**config.mk**
```make
export PLATFORM = sky130hd
export DESIGN_NAME = uart_cmd_ctrl
export DESIGN_NICKNAME = d
export VERILOG_FILES = /design/src/rtl/uart_cmd_pkg.sv /design/src/rtl/uart_byte_hs.sv /design/src/rtl/uart_cmd_ctrl.sv
export SDC_FILE = /design/constraint.sdc
export NUM_CORES = 1
export LEC_CHECK = 0
export CAP_MARGIN = 20
export CELL_PAD_IN_SITES_DETAIL_PLACEMENT = 1
export CELL_PAD_IN_SITES_GLOBAL_PLACEMENT = 2
export CORE_ASPECT_RATIO = 1.5
export CORE_MARGIN = 2
export CORE_UTILIZATION = 33
export CTS_CLUSTER_SIZE = 30
export DETAILED_ROUTE_END_ITERATION = 6
export HOLD_SLACK_MARGIN = 0.03
export PLACE_DENSITY_LB_ADDON = 0.1
export SYNTH_ARGS = -nofsm -noshare
export SYNTH_HDL_FRONTEND = slang
export SYNTH_SLANG_ARGS = --single-unit
```
**constraint.sdc**
```tcl
create_clock -name sys_clk -period 4.1 [get_ports sys_clk]
set_input_delay 0.615 -clock sys_clk [delete_from_list [all_inputs] [get_ports sys_clk]]
set_output_delay 0.615 -clock sys_clk [all_outputs]
set_load 0.02 [all_outputs]
```
**src/rtl/uart_cmd_pkg.sv**
```systemverilog
// Shared opcodes, packet geometry and main FSM encoding for the UART command controller.
package uart_cmd_pkg;

  localparam logic [7:0] CMD_WR = 8'h57;
  localparam logic [7:0] CMD_RD = 8'h52;

  // opcode + address + little-endian 32-bit payload
  localparam int PKT_LEN_WR  = 6;
  localparam int WDATA_BYTES = PKT_LEN_WR - 2;

  typedef enum logic [2:0] {
    S_IDLE    = 3'd0,
    S_ADDR    = 3'd1,
    S_DATA    = 3'd2,
    S_BUS_REQ = 3'd3,
    S_BUS_REL = 3'd4
  } main_state_e;

endpackage

```
**src/rtl/uart_byte_hs.sv**
```systemverilog
// Four-phase req/ack byte receiver: byte_valid/byte_data one cycle after req is accepted.
// While hold is high a pending request is left unacknowledged until hold drops.
module uart_byte_hs (
  input  logic       sys_clk,
  input  logic       sys_rst_n,
  input  logic       uart_rec_req,
  input  logic [7:0] uart_data_in,
  input  logic       hold,
  output logic       uart_rec_ack,
  output logic       byte_valid,
  output logic [7:0] byte_data
);

  logic       ack_q, ack_d;
  logic       vld_q, vld_d;
  logic [7:0] dat_q, dat_d;

  always_comb begin
    ack_d = ack_q;
    vld_d = 1'b0;
    dat_d = dat_q;
    if (!ack_q) begin
      if (uart_rec_req && !hold) begin
        ack_d = 1'b1;
        vld_d = 1'b1;
        dat_d = uart_data_in;
      end
    end else if (!uart_rec_req) begin
      ack_d = 1'b0;
    end
  end

  always_ff @(posedge sys_clk or negedge sys_rst_n) begin
    if (!sys_rst_n) begin
      ack_q <= 1'b0;
      vld_q <= 1'b0;
      dat_q <= 8'h00;
    end else begin
      ack_q <= ack_d;
      vld_q <= vld_d;
      dat_q <= dat_d;
    end
  end

  assign uart_rec_ack = ack_q;
  assign byte_valid   = vld_q;
  assign byte_data    = dat_q;

endmodule

```
**src/rtl/uart_cmd_ctrl.sv**
```systemverilog
// Decodes UART byte packets (57 addr d0..d3 / 52 addr) into single bus read/write transactions.
// Bus phase waits indefinitely for bus_ack; UART bytes are held off until the bus phase ends.
module uart_cmd_ctrl
  import uart_cmd_pkg::*;
#(
  parameter int unsigned TIMEOUT_CNT = 50000
) (
  input  logic        sys_clk,
  input  logic        sys_rst_n,
  input  logic        uart_rec_req,
  output logic        uart_rec_ack,
  input  logic [7:0]  uart_data_in,
  output logic        bus_req,
  output logic        bus_we,
  output logic [7:0]  bus_addr,
  output logic [31:0] bus_wdata,
  input  logic        bus_ack,
  input  logic [31:0] bus_rdata,
  output logic [31:0] rd_data,
  output logic        rd_valid,
  output logic        frame_err,
  output logic        busy
);

  localparam int unsigned    TW       = $clog2(TIMEOUT_CNT + 1);
  localparam logic [TW-1:0]  TMO_LAST = TW'(TIMEOUT_CNT - 1);
  localparam logic [1:0]     IDX_LAST = 2'(WDATA_BYTES - 1);

  main_state_e    state_q, state_d;
  logic           we_q, we_d;
  logic [7:0]     addr_q, addr_d;
  logic [31:0]    wdata_q, wdata_d;
  logic [1:0]     idx_q, idx_d;
  logic [TW-1:0]  tmo_q, tmo_d;
  logic [31:0]    rd_data_q, rd_data_d;
  logic           rd_valid_q, rd_valid_d;
  logic           frame_err_q, frame_err_d;

  logic           byte_valid;
  logic [7:0]     byte_data;
  logic           hold;
  logic           in_rx;
  logic           tmo_expire;

  assign hold = (state_q == S_BUS_REQ) || (state_q == S_BUS_REL);

  uart_byte_hs u_byte_hs (
    .sys_clk      (sys_clk),
    .sys_rst_n    (sys_rst_n),
    .uart_rec_req (uart_rec_req),
    .uart_data_in (uart_data_in),
    .hold         (hold),
    .uart_rec_ack (uart_rec_ack),
    .byte_valid   (byte_valid),
    .byte_data    (byte_data)
  );

  // An arriving byte takes priority over a simultaneous expiry.
  assign in_rx      = (state_q == S_ADDR) || (state_q == S_DATA);
  assign tmo_expire = in_rx && !byte_valid && (tmo_q == TMO_LAST);

  always_comb begin
    state_d     = state_q;
    we_d        = we_q;
    addr_d      = addr_q;
    wdata_d     = wdata_q;
    idx_d       = idx_q;
    rd_data_d   = rd_data_q;
    rd_valid_d  = 1'b0;
    frame_err_d = 1'b0;
    tmo_d       = (in_rx && !byte_valid && !tmo_expire) ? tmo_q + TW'(1) : '0;

    case (state_q)
      S_IDLE: begin
        if (byte_valid) begin
          if (byte_data == CMD_WR) begin
            we_d    = 1'b1;
            state_d = S_ADDR;
          end else if (byte_data == CMD_RD) begin
            we_d    = 1'b0;
            state_d = S_ADDR;
          end else begin
            frame_err_d = 1'b1;
          end
        end
      end
      S_ADDR: begin
        if (byte_valid) begin
          addr_d  = byte_data;
          idx_d   = 2'd0;
          state_d = we_q ? S_DATA : S_BUS_REQ;
        end else if (tmo_expire) begin
          frame_err_d = 1'b1;
          state_d     = S_IDLE;
        end
      end
      S_DATA: begin
        if (byte_valid) begin
          wdata_d[{idx_q, 3'b000} +: 8] = byte_data;
          idx_d = idx_q + 2'd1;
          if (idx_q == IDX_LAST) state_d = S_BUS_REQ;
        end else if (tmo_expire) begin
          frame_err_d = 1'b1;
          state_d     = S_IDLE;
        end
      end
      S_BUS_REQ: begin
        if (bus_ack) begin
          if (!we_q) begin
            rd_data_d  = bus_rdata;
            rd_valid_d = 1'b1;
          end
          state_d = S_BUS_REL;
        end
      end
      S_BUS_REL: begin
        if (!bus_ack) state_d = S_IDLE;
      end
      default: state_d = S_IDLE;
    endcase
  end

  always_ff @(posedge sys_clk or negedge sys_rst_n) begin
    if (!sys_rst_n) begin
      state_q     <= S_IDLE;
      we_q        <= 1'b0;
      addr_q      <= 8'h00;
      wdata_q     <= 32'h0;
      idx_q       <= 2'd0;
      tmo_q       <= '0;
      rd_data_q   <= 32'h0;
      rd_valid_q  <= 1'b0;
      frame_err_q <= 1'b0;
    end else begin
      state_q     <= state_d;
      we_q        <= we_d;
      addr_q      <= addr_d;
      wdata_q     <= wdata_d;
      idx_q       <= idx_d;
      tmo_q       <= tmo_d;
      rd_data_q   <= rd_data_d;
      rd_valid_q  <= rd_valid_d;
      frame_err_q <= frame_err_d;
    end
  end

  assign bus_req   = (state_q == S_BUS_REQ);
  assign bus_we    = we_q;
  assign bus_addr  = addr_q;
  assign bus_wdata = wdata_q;
  assign rd_data   = rd_data_q;
  assign rd_valid  = rd_valid_q;
  assign frame_err = frame_err_q;
  assign busy      = (state_q != S_IDLE);

endmodule

```
# Yosys cells after proc, flatten, opt, wreduce, memory -nomap -nowiden
# Index checks and enable logic that the tools add are counted.
[classes]
shifts = 2
n_bitwise = 2
add_sub_neg = 3
n_mul = 0
n_eq_ne = 15
n_reduce_logical = 21
n_mux = 31
order_cmp = 0
n_div = 0
[op_table]
columns = ["cell", "count"]
rows = [
  ["$bwmux 32", 1],
  ["$shift 8x7->32 const A", 1],
  ["$shiftx 8x7->32", 1],
  ["$mux 3", 9],
  ["$add 16x1->16 const B", 1],
  ["$eq 16x16->1 const B", 1],
  ["$eq 8x7->1 const B", 2],
  ["$mux 16", 1],
  ["$mux 1", 15],
  ["$pmux 3 s5", 1],
  ["$reduce_and 3->1", 3],
  ["$ne 2x1->1 const B", 4],
  ["$neg 5->7", 1],
  ["$eq 3x2->1 const B", 2],
  ["$ne 3x3->1 const B", 2],
  ["$reduce_and 2->1", 3],
  ["$reduce_and 5->1", 1],
  ["$logic_and 1x1->1", 4],
  ["$mux 2", 2],
  ["$pmux 2 s2", 1],
  ["$reduce_bool 2->1", 2],
  ["$eq 3x1->1 const B", 1],
  ["$eq 3x3->1 const B", 1],
  ["$logic_not 1->1", 3],
  ["other kinds (9)", 11],
]
[word_totals]
romBits = 0
memories = 0
register_bits = 106
out_inout_bits = 78
in_bits = 44
latch_bits = 0
mem_bits_rw = 0

# Logic depth before layout (Yosys ltp)
# Gate-level depths: netlist of the first run.
[depth]
ltp_word = 7
depth_mapped = 8
depth_no_buf = 6

# Modules after synthesis
# Synthesis of the first run repeated with hierarchy kept, for this count alone.
[unflattened]
hier_cells = 395
area_unflattened_um2 = 4639.4
[modules_own_cells]
columns = ["module", "area_each_um2", "cells_per_inst", "instances"]
rows = [
  ["uart_cmd_ctrl", 4234.1, 373, 1],
  ["uart_byte_hs", 405.4, 22, 1],
]

# Least setup slack after synthesis of the first run
# Ideal clock, no wire load.
[synth_path]
path_kind = "register to register"
from = "reg state_q[0]"
to = "reg u_byte_hs.dat_q[0], in the netlist u_byte_hs.byte_data[0]"
synth_period_minus_slack_ns = 1.740
n_path_buf = 2
path_stages_with_launch = 9
arrival_time_ns = 1.615
required_ns = 3.975
setup_slack_ns = 2.360
path_cell_list = "dfrtp_1 -> buf_4 -> nand2_1 -> or2_4 -> inv_1 -> a21oi_1 -> and3b_1 -> buf_6 -> mux2_2"
[synth_between]
elab_chain_len = 5
word_cells_on_any_way = 6
cone_classes = "eq/ne: 2; reduce/logical: 4"
[synth_rtl]
columns = ["item", "line", "rtl"]
rows = [
  ["from (decl)", "uart_cmd_ctrl.sv:29", "main_state_e state_q, state_d;"],
  ["from (signal assigned)", "uart_cmd_ctrl.sv:135", "state_q <= state_d;"],
  ["$eq 3x2->1", "--", ""],
  ["net bus_req", "uart_cmd_ctrl.sv:13", "output logic bus_req,"],
  ["$logic_or 1x1->1", "uart_cmd_ctrl.sv:45", "assign hold = (state_q == S_BUS_REQ) || (state_q == S_BUS_REL);"],
  ["$logic_not 1->1", "uart_byte_hs.sv:23", "if (uart_rec_req && !hold) begin"],
  ["$logic_and 1x1->1", "uart_byte_hs.sv:23", ""],
  ["$reduce_and 2->1 (no source line)", "--", ""],
  ["to (signal assigned)", "uart_byte_hs.sv:41", "dat_q <= dat_d;"],
  ["to (decl)", "uart_byte_hs.sv:16", "logic [7:0] dat_q, dat_d;"],
]
# The timed path passes the listed nets, and every way through them passes these cells.
# A chain may end at the register's enable or synchronous reset.

# Worst setup path in the final report of the first run
[layout_path]
from = "reg state_q[1]"
to = "out bus_req"
[layout_between]
elab_chain_len = 1
[layout_rtl]
columns = ["item", "line", "rtl"]
rows = [
  ["$eq 3x2->1", "uart_cmd_ctrl.sv:147", "assign bus_req = (state_q == S_BUS_REQ);"],
  ["to (decl)", "uart_cmd_ctrl.sv:13", ""],
]
# No other way between the ends.

==> results of run 1 <==
==> synthesized netlist by cell type, types with 3 or more instances <==
cell and number:
inv_1 7, xor2_1 8, nor2_1 15, nand2_1 80, buf_6 4, a21oi_1 9
o31ai_1 3, and3_1 4, clkbuf_1 9, dfrtp_1 106, mux2_2 48, o21ai_0 37
ha_1 7, xnor2_1 4, nand4_1 6, nor3_1 4, buf_1 3, nand3_1 6
==> cells in the final DEF (no fill, tap or decap), types with 3 or more instances in the layout <==
cell             instances
buf_4                    4
bufinv_16                3
xnor2_1                  4
nand3_1                  6
o31ai_1                  3
clkdlybuf4s50_1        120
clkbuf_16                9
and3_1                   4
xor2_1                   8
nor2_1                  15
nand2_1                 80
inv_1                    7
mux2_2                  48
nand4_1                  6
ha_1                     7
a21oi_1                  9
nor3_1                   4
o21ai_0                 37
dfrtp_1                106
==> where the power goes <==
group	internal (W)	switching, W
Combinational	0.000227	0.000188
Clock	0.000594	0.000383
Sequential	0.00113	0.0000808
==> worst paths after layout <==
path	from	endpoint	slack, ns	depth (start not counted)
worst max register to register	idx_q[0]	bus_wdata[19]	1.85	6
worst min register to register	tmo_q[0]	tmo_q[0]	0.45	1
max in group asynchronous	sys_rst_n	bus_wdata[2]	2.86	2
worst max-delay path	state_q[1]	bus_req	1.40	4
worst min-delay path	sys_rst_n	bus_wdata[24]	0.34	1
min in group sys_clk	tmo_q[0]	tmo_q[0]	0.45	1
==> registers in the layout (all words and copies together) (netlist names) <==
signal,cells
bus_wdata,32
rd_data,32
tmo_q,16
bus_addr,8
u_byte_hs.byte_data,8
state_q,3
idx_q,2
bus_we,1
frame_err,1
rd_valid,1
u_byte_hs.byte_valid,1
u_byte_hs.uart_rec_ack,1
==> worst max-delay path, cell delays in order, from the launching register on <==
cell,delay [ns]
dfrtp_1,0.63
nand2_1,0.13
or2_4,0.27
inv_1,0.08
clkdlybuf4s50_1,0.63
==> per-stage QoR <==
stage / cells / utilization (%) / power, W / setup WS [ns] / hold slack (ns)
finish: 677 / 45.9 / 0.00260 / 1.40 / 0.336
global route: 677 / 45.9 / 0.00272 / 1.28 / 0.392
CTS: 677 / 45.9 / 0.00265 / 1.38 / 0.366
detailed placement: 662 / 43.4 / 0.00166 / 1.75 / 0.449
global placement: 662 / 43.4 / 0.00165 / 1.80 / 0.440
floorplan: 396 / - / 0.00139 / 2.36 / 0.319
==> logic make-up (layout without fill, tap and decap cells) <==
group,count (synthesis),in the layout
buffers and inverters,27,146
xor gates and xnor gates,12,12
adders and majority gates,7,7
AOI/OAI and AO/OA,58,58
and+or+nand+nor,137,137
muxes,49,49
DFF,106,106
==> final cells by class <==
class / count / area, um2
Tap cell: 162 / 203
Fill cell: 1465 / 7290
Clock buffer: 10 / 229
Clock inverter: 5 / 104
Sequential cell: 106 / 2650
Inverter: 7 / 26.3
Timing Repair Buffer: 124 / 1230
Multi-Input combinational cell: 263 / 1730
==> metal layers <==
metal | up-vias | track usage, % | routed length (um)
li1 | 1580 | - | -
met1 | 1686 | 19.3 | 4850
met2 | 74 | 32.0 | 6690
met3 | 11 | 3.40 | 459
met4 | 0 | 5.14 | 139
met5 | - | 0 | 0
==> key figures, run 1 <==
Status
  • Status: finished, final reports clean

Yosys
  • Synth top area share: 58.6%
  • Syn Area/Cell: around 11 um2
  • Asr flop ratio synth: between 90% and 100%
  • Syn Nets: ~450
  • Post-synthesis compound-gate area fraction: approximately 7.3%
  • Synth Area in XOR/XNOR: 2.32%
  • Seq/Total Area, Yosys: about three fifths
  • Synth top area cells: dfrtp_1, mux2_2, nand2_1, o21ai_0, ha_1
  • Multiplexer area fraction after synthesis: about 12%
  • Post-synth EDFFs: 0
  • Unique cell type count in the Yosys netlist: 46
  • Synth Cell Area: approximately 0.0045 mm2
  • Main combinational cell family by area after synthesis: simple AND/OR/NAND/NOR gates
  • Main flop type after synthesis: dfrtp_1
  • Synth Register Bits: 106
  • Synth Area in Adders: 1.94%
  • Synth Area in Simple Gates: 14.6%
  • Synth area leader: dfrtp_1
  • Yosys Warn Count: 0
  • Mapped Cells: 396

STA
  • Relative slew slack: 35.2%
  • RSZ-0062 raised after global routing: false
  • Worst Max-Slew Pin Slew: ~0.96 ns
  • Tmin final: 2.70 ns
  • Clock skew: 0.00781 ns
  • Setup violators final: 0
  • Pins Over Slew Limit: 0
  • Fmax: between 300 and 400 MHz
  • Final setup TNS: 0 ns
  • Final Hold Viols: 0
  • Final critical-path share of the clock period: roughly two thirds

Clocking
  • Cts hold-fix bufs: 0
  • Post-CTS sizing: 0
  • Clk Latency, worst-skew pair: about 0.34 ns
  • CTS buffer count: 9
  • CTS Buffer Depth: 2
  • CTS tree: built
  • CTS Sinks: 106
  • H-tree depth: 3
  • Root buf cell: clkbuf_16
  • Post-CTS setup buffer count: 0
  • CTS clk-pin slew, worst paths: around 0.07 ns

Hold path
  • Hold Path Class: primary input to async pin

Die
  • Io pins: about 120
  • Die Ht: about 150 um
  • Core region area: 0.0135 mm2
  • Initial core utilization: between 30% and 40%
  • Die area: between 0.01 and 0.015 mm2
  • Die W: 99.6 um
  • Site row count: between 50 and 60

Cells and area
  • Fraction of layout cells with a size suffix above 1: about 15%
  • ANT cells: 0
  • Final Instance Area: 0.00618 mm2
  • Layout area overhead: 36.5%
  • Fin nets: 562

Setup path
  • Critical Path RT: 3.48 ns
  • Worst-path fanout max: 15
  • Crit path launch type: register
  • Worst setup path class: register to output port
  • CP arrival: about 2.1 ns
  • Crit path capture type: output port

Drt
  • Post-DRT Antenna Nets: 0
  • DRT Pass-1 Iters: 4
  • Vias per cell: around 4.9
  • Iter 0 DRT Violations: 55
  • # DRC: 0
  • Wire length after detailed routing: 12,100 um
  • WL/cell: 17.9 um
  • Vias: 3,351

Place
  • PortBufs: 121
  • DPL Wire Length: 8760 um
  • Area after DPL: 0.00585 mm2
  • Final RePlAce weighted congestion: approximately 0.73

Power
  • Peak VDD IR: 0.177 mV
  • Pwr dens: approximately 420 mW/mm2
  • Leak: approximately 2.6 nW

Global route
  • First-pass GRT wire length: 19,500 um
  • Vias in the first global route: 3,618
  • Overall routing resource usage: around 17%
  • Initial antenna violation count: 0
  • Largest net degree at the start of global routing: 56
  • GRT overflow: 0

Flow run
  • Max-Cap Viols: 0
Note: power is estimated with default switching activity, not from simulation.
==> run 2, diff against run 1 <==
--- a/config.mk
+++ b/config.mk
@@ -10,7 +10,7 @@
 export CELL_PAD_IN_SITES_GLOBAL_PLACEMENT = 2
 export CORE_ASPECT_RATIO = 1.5
 export CORE_MARGIN = 2
-export CORE_UTILIZATION = 33
+export CORE_UTILIZATION = 31
 export CTS_CLUSTER_SIZE = 30
 export DETAILED_ROUTE_END_ITERATION = 6
 export HOLD_SLACK_MARGIN = 0.03
==> constraint.sdc (replaced) <==
create_clock -name sys_clk -period 2.5 [get_ports sys_clk]
set_input_delay 0.375 -clock sys_clk [delete_from_list [all_inputs] [get_ports sys_clk]]
set_output_delay 0.375 -clock sys_clk [all_outputs]
set_load 0.02 [all_outputs]
==> key figures, run 2 (synthesized netlist as in run 1, its figures left out) <==
Setup path
  • Crit path launch type: register
  • Critical Path RT: 2.12 ns
  • CP arrival: 1.95 ns
  • Worst-path fanout max: 9
  • Crit path capture type: output port
  • Worst setup path class: register to output port
  • Setup slack, reg-to-reg: 0.27 ns

STA
  • Final setup TNS: 0 ns
  • Worst Max-Slew Pin Slew: 0.840 ns
  • Tmin final: 2.32 ns
  • Min Hold Slack: 0.111 ns
  • Final critical-path share of the clock period: 92.9%
  • Setup violators final: 0
  • Pins Over Slew Limit: 0
  • Fmax: approximately 430 MHz
  • Final Hold Viols: 0
  • Relative slew slack: roughly 43%
  • Clock skew: 0.00729 ns
  • RSZ-0062 raised after global routing: false

Drt
  • Iter 0 DRT Violations: 111
  • Wire length after detailed routing: 12,400 um
  • DRT Pass-1 Iters: 5
  • Post-DRT Antenna Nets: 0
  • # DRC: 0
  • WL/cell: between 15 and 20 um
  • Vias: 3,409
  • Vias per cell: between 4 and 5

Cells and area
  • Fraction of layout cells with a size suffix above 1: 16.7%
  • Commonest non-fill, non-tap cells in the layout: clkdlybuf4s50_1, dfrtp_1, nand2_1, mux2_2, o21ai_0
  • Layout area overhead: 39.4%
  • Final cell count without fillers: 724
  • Commonest non-fill, non-tap cell in the layout: clkdlybuf4s50_1
  • ANT cells: 0
  • # fillers: 1,604
  • Fin nets: 575

Power
  • Pwr Total: 0.00419 W
  • Clock network power share: 35.6%
  • Power share of the combinational group: between 15 and 20%
  • Flop pwr share: between 40% and 50%
  • Internal Power: approximately 0.0031 W
  • Sw Ratio: between 20% and 30%
  • Sw Pwr: 0.00107 W
  • Peak VDD IR: about 0.42 mV
  • Leak: 2.67 nW
  • Pwr dens: 665 mW/mm2

Die
  • Io pins: 122
  • Initial core utilization: 31.4%
  • Die area: 0.0156 mm2
  • Die W: 103 um
  • Core region area: 0.0144 mm2
  • Site row count: 54
  • Die Ht: 152 um

Clocking
  • Clk Latency, worst-skew pair: 0.34 ns
  • Cts hold-fix bufs: 0
  • Post-CTS sizing: 0
  • CTS tree: built
  • Root buf cell: clkbuf_16
  • CTS Sinks: 106
  • CTS Buffer Depth: 2
  • CTS buffer count: 9
  • CTS clk-pin slew, worst paths: 0.07 ns
  • H-tree depth: 3
  • Post-CTS setup buffer count: 0

Global route
  • Largest net degree at the start of global routing: 59
  • Overall routing resource usage: approximately 17%
  • Initial antenna violation count: 0
  • Vias in the first global route: 3,716
  • First-pass GRT wire length: 20,000 um
  • GRT overflow: 0

Place
  • DPL Wire Length: 8950 um
  • Post-Place Cells: just over 700
  • PortBufs: 121
  • Final RePlAce weighted congestion: between 0.7 and 0.8

Status
  • Status: finished, final reports clean

Hold path
  • Hold Path Class: primary input to async pin

Flow run
  • Max-Cap Viols: 0
==> run 2: cell count changes in the layout (fill, tap and decap cells not counted) <==
cell,change
buf_4,+12
buf_12,+1
clkinv_4,-1
clkinvlp_4,+2
bufinv_16,-1
==> run 2: area by class of cell <==
class,count,area [um2],share of cell area [%]
sequential,106,2650,42.0
multi-input combinational,263,1730,27.5
timing repair buffer,137,1340,21.3
tap,196,245,3.89
clock buffer,10,229,3.63
clock inverter,5,80.1,1.27
inverter,7,26.3,0.417
==> run 2: worst paths after layout <==
path                                   startpoint     endpoint  depth (start not counted)
min in group sys_clk                     tmo_q[0]     tmo_q[0]                          1
setup reg to reg           u_byte_hs.byte_data[4]   state_q[0]                          4
max in group asynchronous               sys_rst_n  bus_addr[0]                          2
hold reg to reg                          tmo_q[0]     tmo_q[0]                          1
hold / removal                          sys_rst_n  rd_data[27]                          1
setup / recovery                       state_q[0]      bus_req                          4
==> run 2: power groups by stage <==
stage | Combinational (W) | Clock (W) | Sequential [W]
finish | 0.000753 | 0.00149 | 0.00195
global route | 0.000809 | 0.00162 | 0.00197
CTS | 0.000769 | 0.00156 | 0.00195
detailed placement | 0.000766 | 0 | 0.00198
global placement | 0.000758 | 0 | 0.00198
floorplan | 0.000172 | 0 | 0.00211
==> run 2: worst max-delay path, stage by stage, from the launching register on <==
cell and delay [ns]:
dfrtp_1 0.50, nand2_1 0.13, or2_4 0.27, inv_1 0.08, clkdlybuf4s50_1 0.62
==> run 2: layer usage <==
| layer | up-vias | track usage (%) | wire length (um) |
|---|---|---|---|
| li1 | 1604 | - | - |
| met2 | 75 | 30.2 | 6830 |
| met3 | 13 | 3.22 | 483 |
| met1 | 1717 | 19.0 | 4840 |
| met4 | 0 | 5.27 | 223 |
| met5 | - | 0 | 0 |
==> run 2: per-stage QoR <==
step / worst slack [ns] / utilization (%) / instance area (um2)
after floorplan: 0.760 / - / 4530
after global placement: 0.210 / 41.7 / 6000
after detailed placement: 0.257 / 41.7 / 6000
after CTS: 0.142 / 43.8 / 6310
after global routing: 0.0496 / 43.8 / 6310
final: 0.178 / 43.8 / 6310
==> run 3, diff against run 2 <==
--- a/config.mk
+++ b/config.mk
@@ -13,6 +13,7 @@
 export CORE_UTILIZATION = 31
 export CTS_CLUSTER_SIZE = 30
 export DETAILED_ROUTE_END_ITERATION = 6
+export GPL_TIMING_DRIVEN = 0
 export HOLD_SLACK_MARGIN = 0.03
 export PLACE_DENSITY_LB_ADDON = 0.1
 export SYNTH_ARGS = -nofsm -noshare
==> key figures, run 3 (synthesized netlist as in run 1, its figures left out) <==
Cells and area
  • Commonest non-fill, non-tap cell in the layout: clkdlybuf4s50_1
  • # fillers: 1,598
  • Final core occ: 44.0%
  • Fin nets: 580
  • Layout area overhead: 40.0%
  • ANT cells: 0
  • Seq. cell area: 0.00265 mm2
  • Fraction of layout cells with a size suffix above 1: 15.9%
  • Final Instance Area: 0.00634 mm2
  • Area of the multi-input gates: 0.00175 mm2
  • Commonest non-fill, non-tap cells in the layout: clkdlybuf4s50_1, dfrtp_1, nand2_1, mux2_2, o21ai_0

STA
  • Final Hold Viols: 0
  • Clock skew: 0.00868 ns
  • RSZ-0062 raised after global routing: false
  • Final critical-path share of the clock period: 91.3%
  • Fmax: 438 MHz
  • Pins Over Slew Limit: 0
  • Worst Max-Slew Pin Slew: approximately 0.68 ns
  • Tmin final: ~2.3 ns
  • Relative slew slack: 54.4%
  • Setup violators final: 0
  • Final setup TNS: 0 ns

Drt
  • Max layer used: met4
  • DR WL met2: between 6000 and 7000 um
  • # DRC: 0
  • Vias: 3,383
  • Wire length after detailed routing: roughly 12,000 um
  • WL met3: 546 um
  • Post-DRT Antenna Nets: 0
  • WL/cell: between 15 and 20 um
  • Vias per cell: approximately 4.6
  • DRT Pass-1 Iters: 4
  • WL met1: 4840 um
  • Iter 0 DRT Violations: 87

Clocking
  • Post-CTS sizing: 0
  • CTS clk-pin slew, worst paths: 0.07 ns
  • CTS Buffer Depth: 2
  • Clk Latency, worst-skew pair: 0.34 ns
  • CTS buffer count: 9
  • CTS tree: built
  • CTS Sinks: 106
  • Cts hold-fix bufs: 0
  • H-tree depth: 3
  • Root buf cell: clkbuf_16
  • Post-CTS setup buffer count: 0

Die
  • Site row count: between 50 and 60
  • Io pins: 122
  • Die W: 103 um
  • Die Ht: 152 um
  • Die area: 0.0156 mm2
  • Core region area: between 0.01 and 0.015 mm2
  • Initial core utilization: 31.4%

Setup path
  • Worst-path fanout max: 6
  • Family with the most delay on the worst path: buffers and inverters
  • Crit path capture type: output port
  • Critical Path RT: 2.12 ns
  • CP Depth: 4
  • CP arrival: approximately 1.9 ns
  • Crit path launch type: register
  • Crit-path cells: nand2_1 -> or2_4 -> inv_1 -> clkdlybuf4s50_1
  • FF-to-FF path depth: 6
  • Worst setup path class: register to output port
  • Crit path buf inv count: 2
  • CP max stage delay: 0.62 ns
  • CP max-delay cell: clkdlybuf4s50_1

Place
  • DPL Wire Length: 8840 um
  • Area after DPL: 0.00601 mm2
  • PortBufs: 121
  • Final RePlAce weighted congestion: ~0.72

Global route
  • Largest net degree at the start of global routing: 62
  • Overall routing resource usage: about 16%
  • GRT overflow: 0
  • Vias in the first global route: ~3,700
  • First-pass GRT wire length: 19,600 um
  • Initial antenna violation count: 0

Power
  • Peak VDD IR: 0.308 mV
  • Pwr Total: approximately 0.0042 W
  • Leak: 2.66 nW
  • Pwr dens: 658 mW/mm2

Hold path
  • Hold Path Class: primary input to async pin

Flow run
  • Max-Cap Viols: 0

Status
  • Status: finished, final reports clean
-- run 3: cell count changes in the layout (fill, tap and decap cells not counted), sizes merged --
cell	before	now
clkbuf	10	20
buf	17	12
-- run 3: final timing paths --
path / to / slack [ns] / start
worst max-delay path: bus_req / 0.22 / state_q[1]
worst min-delay path: tmo_q[11] / 0.05 / sys_rst_n
worst max register to register: bus_wdata[9] / 0.47 / idx_q[0]
worst min register to register: tmo_q[0] / 0.46 / tmo_q[0]
max in group asynchronous: rd_data[13] / 1.73 / sys_rst_n
min in group sys_clk: tmo_q[0] / 0.46 / tmo_q[0]
-- run 3: through the flow --
step	hold WS, ns	worst slack (ns)	instances
floorplan	0.0794	0.760	396
global route	0.0807	0.142	729
global placement	0.440	-3.15	713
detailed placement	0.435	0.236	714
CTS	0.0672	0.0643	729
finish	0.0513	0.219	729
-- run 3: power by group --
part	leakage [nW]	internal [W]	total [W]	switching [W]
clock network	0.145	0.000872	0.00150	0.000624
logic	1.12	0.000381	0.000726	0.000345
registers	1.40	0.00186	0.00195	0.0000948
total	2.66	0.00311	0.00417	0.00106
-- run 3: routing by layer --
layer | up-vias | track usage, %
met5 | - | 0
met4 | 0 | 5.21
met3 | 9 | 3.82
met2 | 72 | 29.7
met1 | 1684 | 18.6
li1 | 1618 | -
-- run 3: area by class of cell --
class | instances | share of cell area [%]
Buffer | 20 | 1.78
Clock buffer | 10 | 3.61
Clock inverter | 5 | 1.26
Inverter | 7 | 0.415
Multi-Input combinational cell | 263 | 27.7
Sequential cell | 106 | 41.9
Tap cell | 196 | 3.87
Timing Repair Buffer | 122 | 19.5
-- run 3: worst register-to-register path, delay by kind of cell (launching register included) --
family | cells | cell delay (ns)
AO/OA/AOI/OAI | 1 | 0.19
flip-flops | 1 | 0.46
adder cells (fa/ha/maj) | 1 | 0.37
AND/OR/NAND/NOR | 2 | 0.64
buffers and inverters | 2 | 0.30
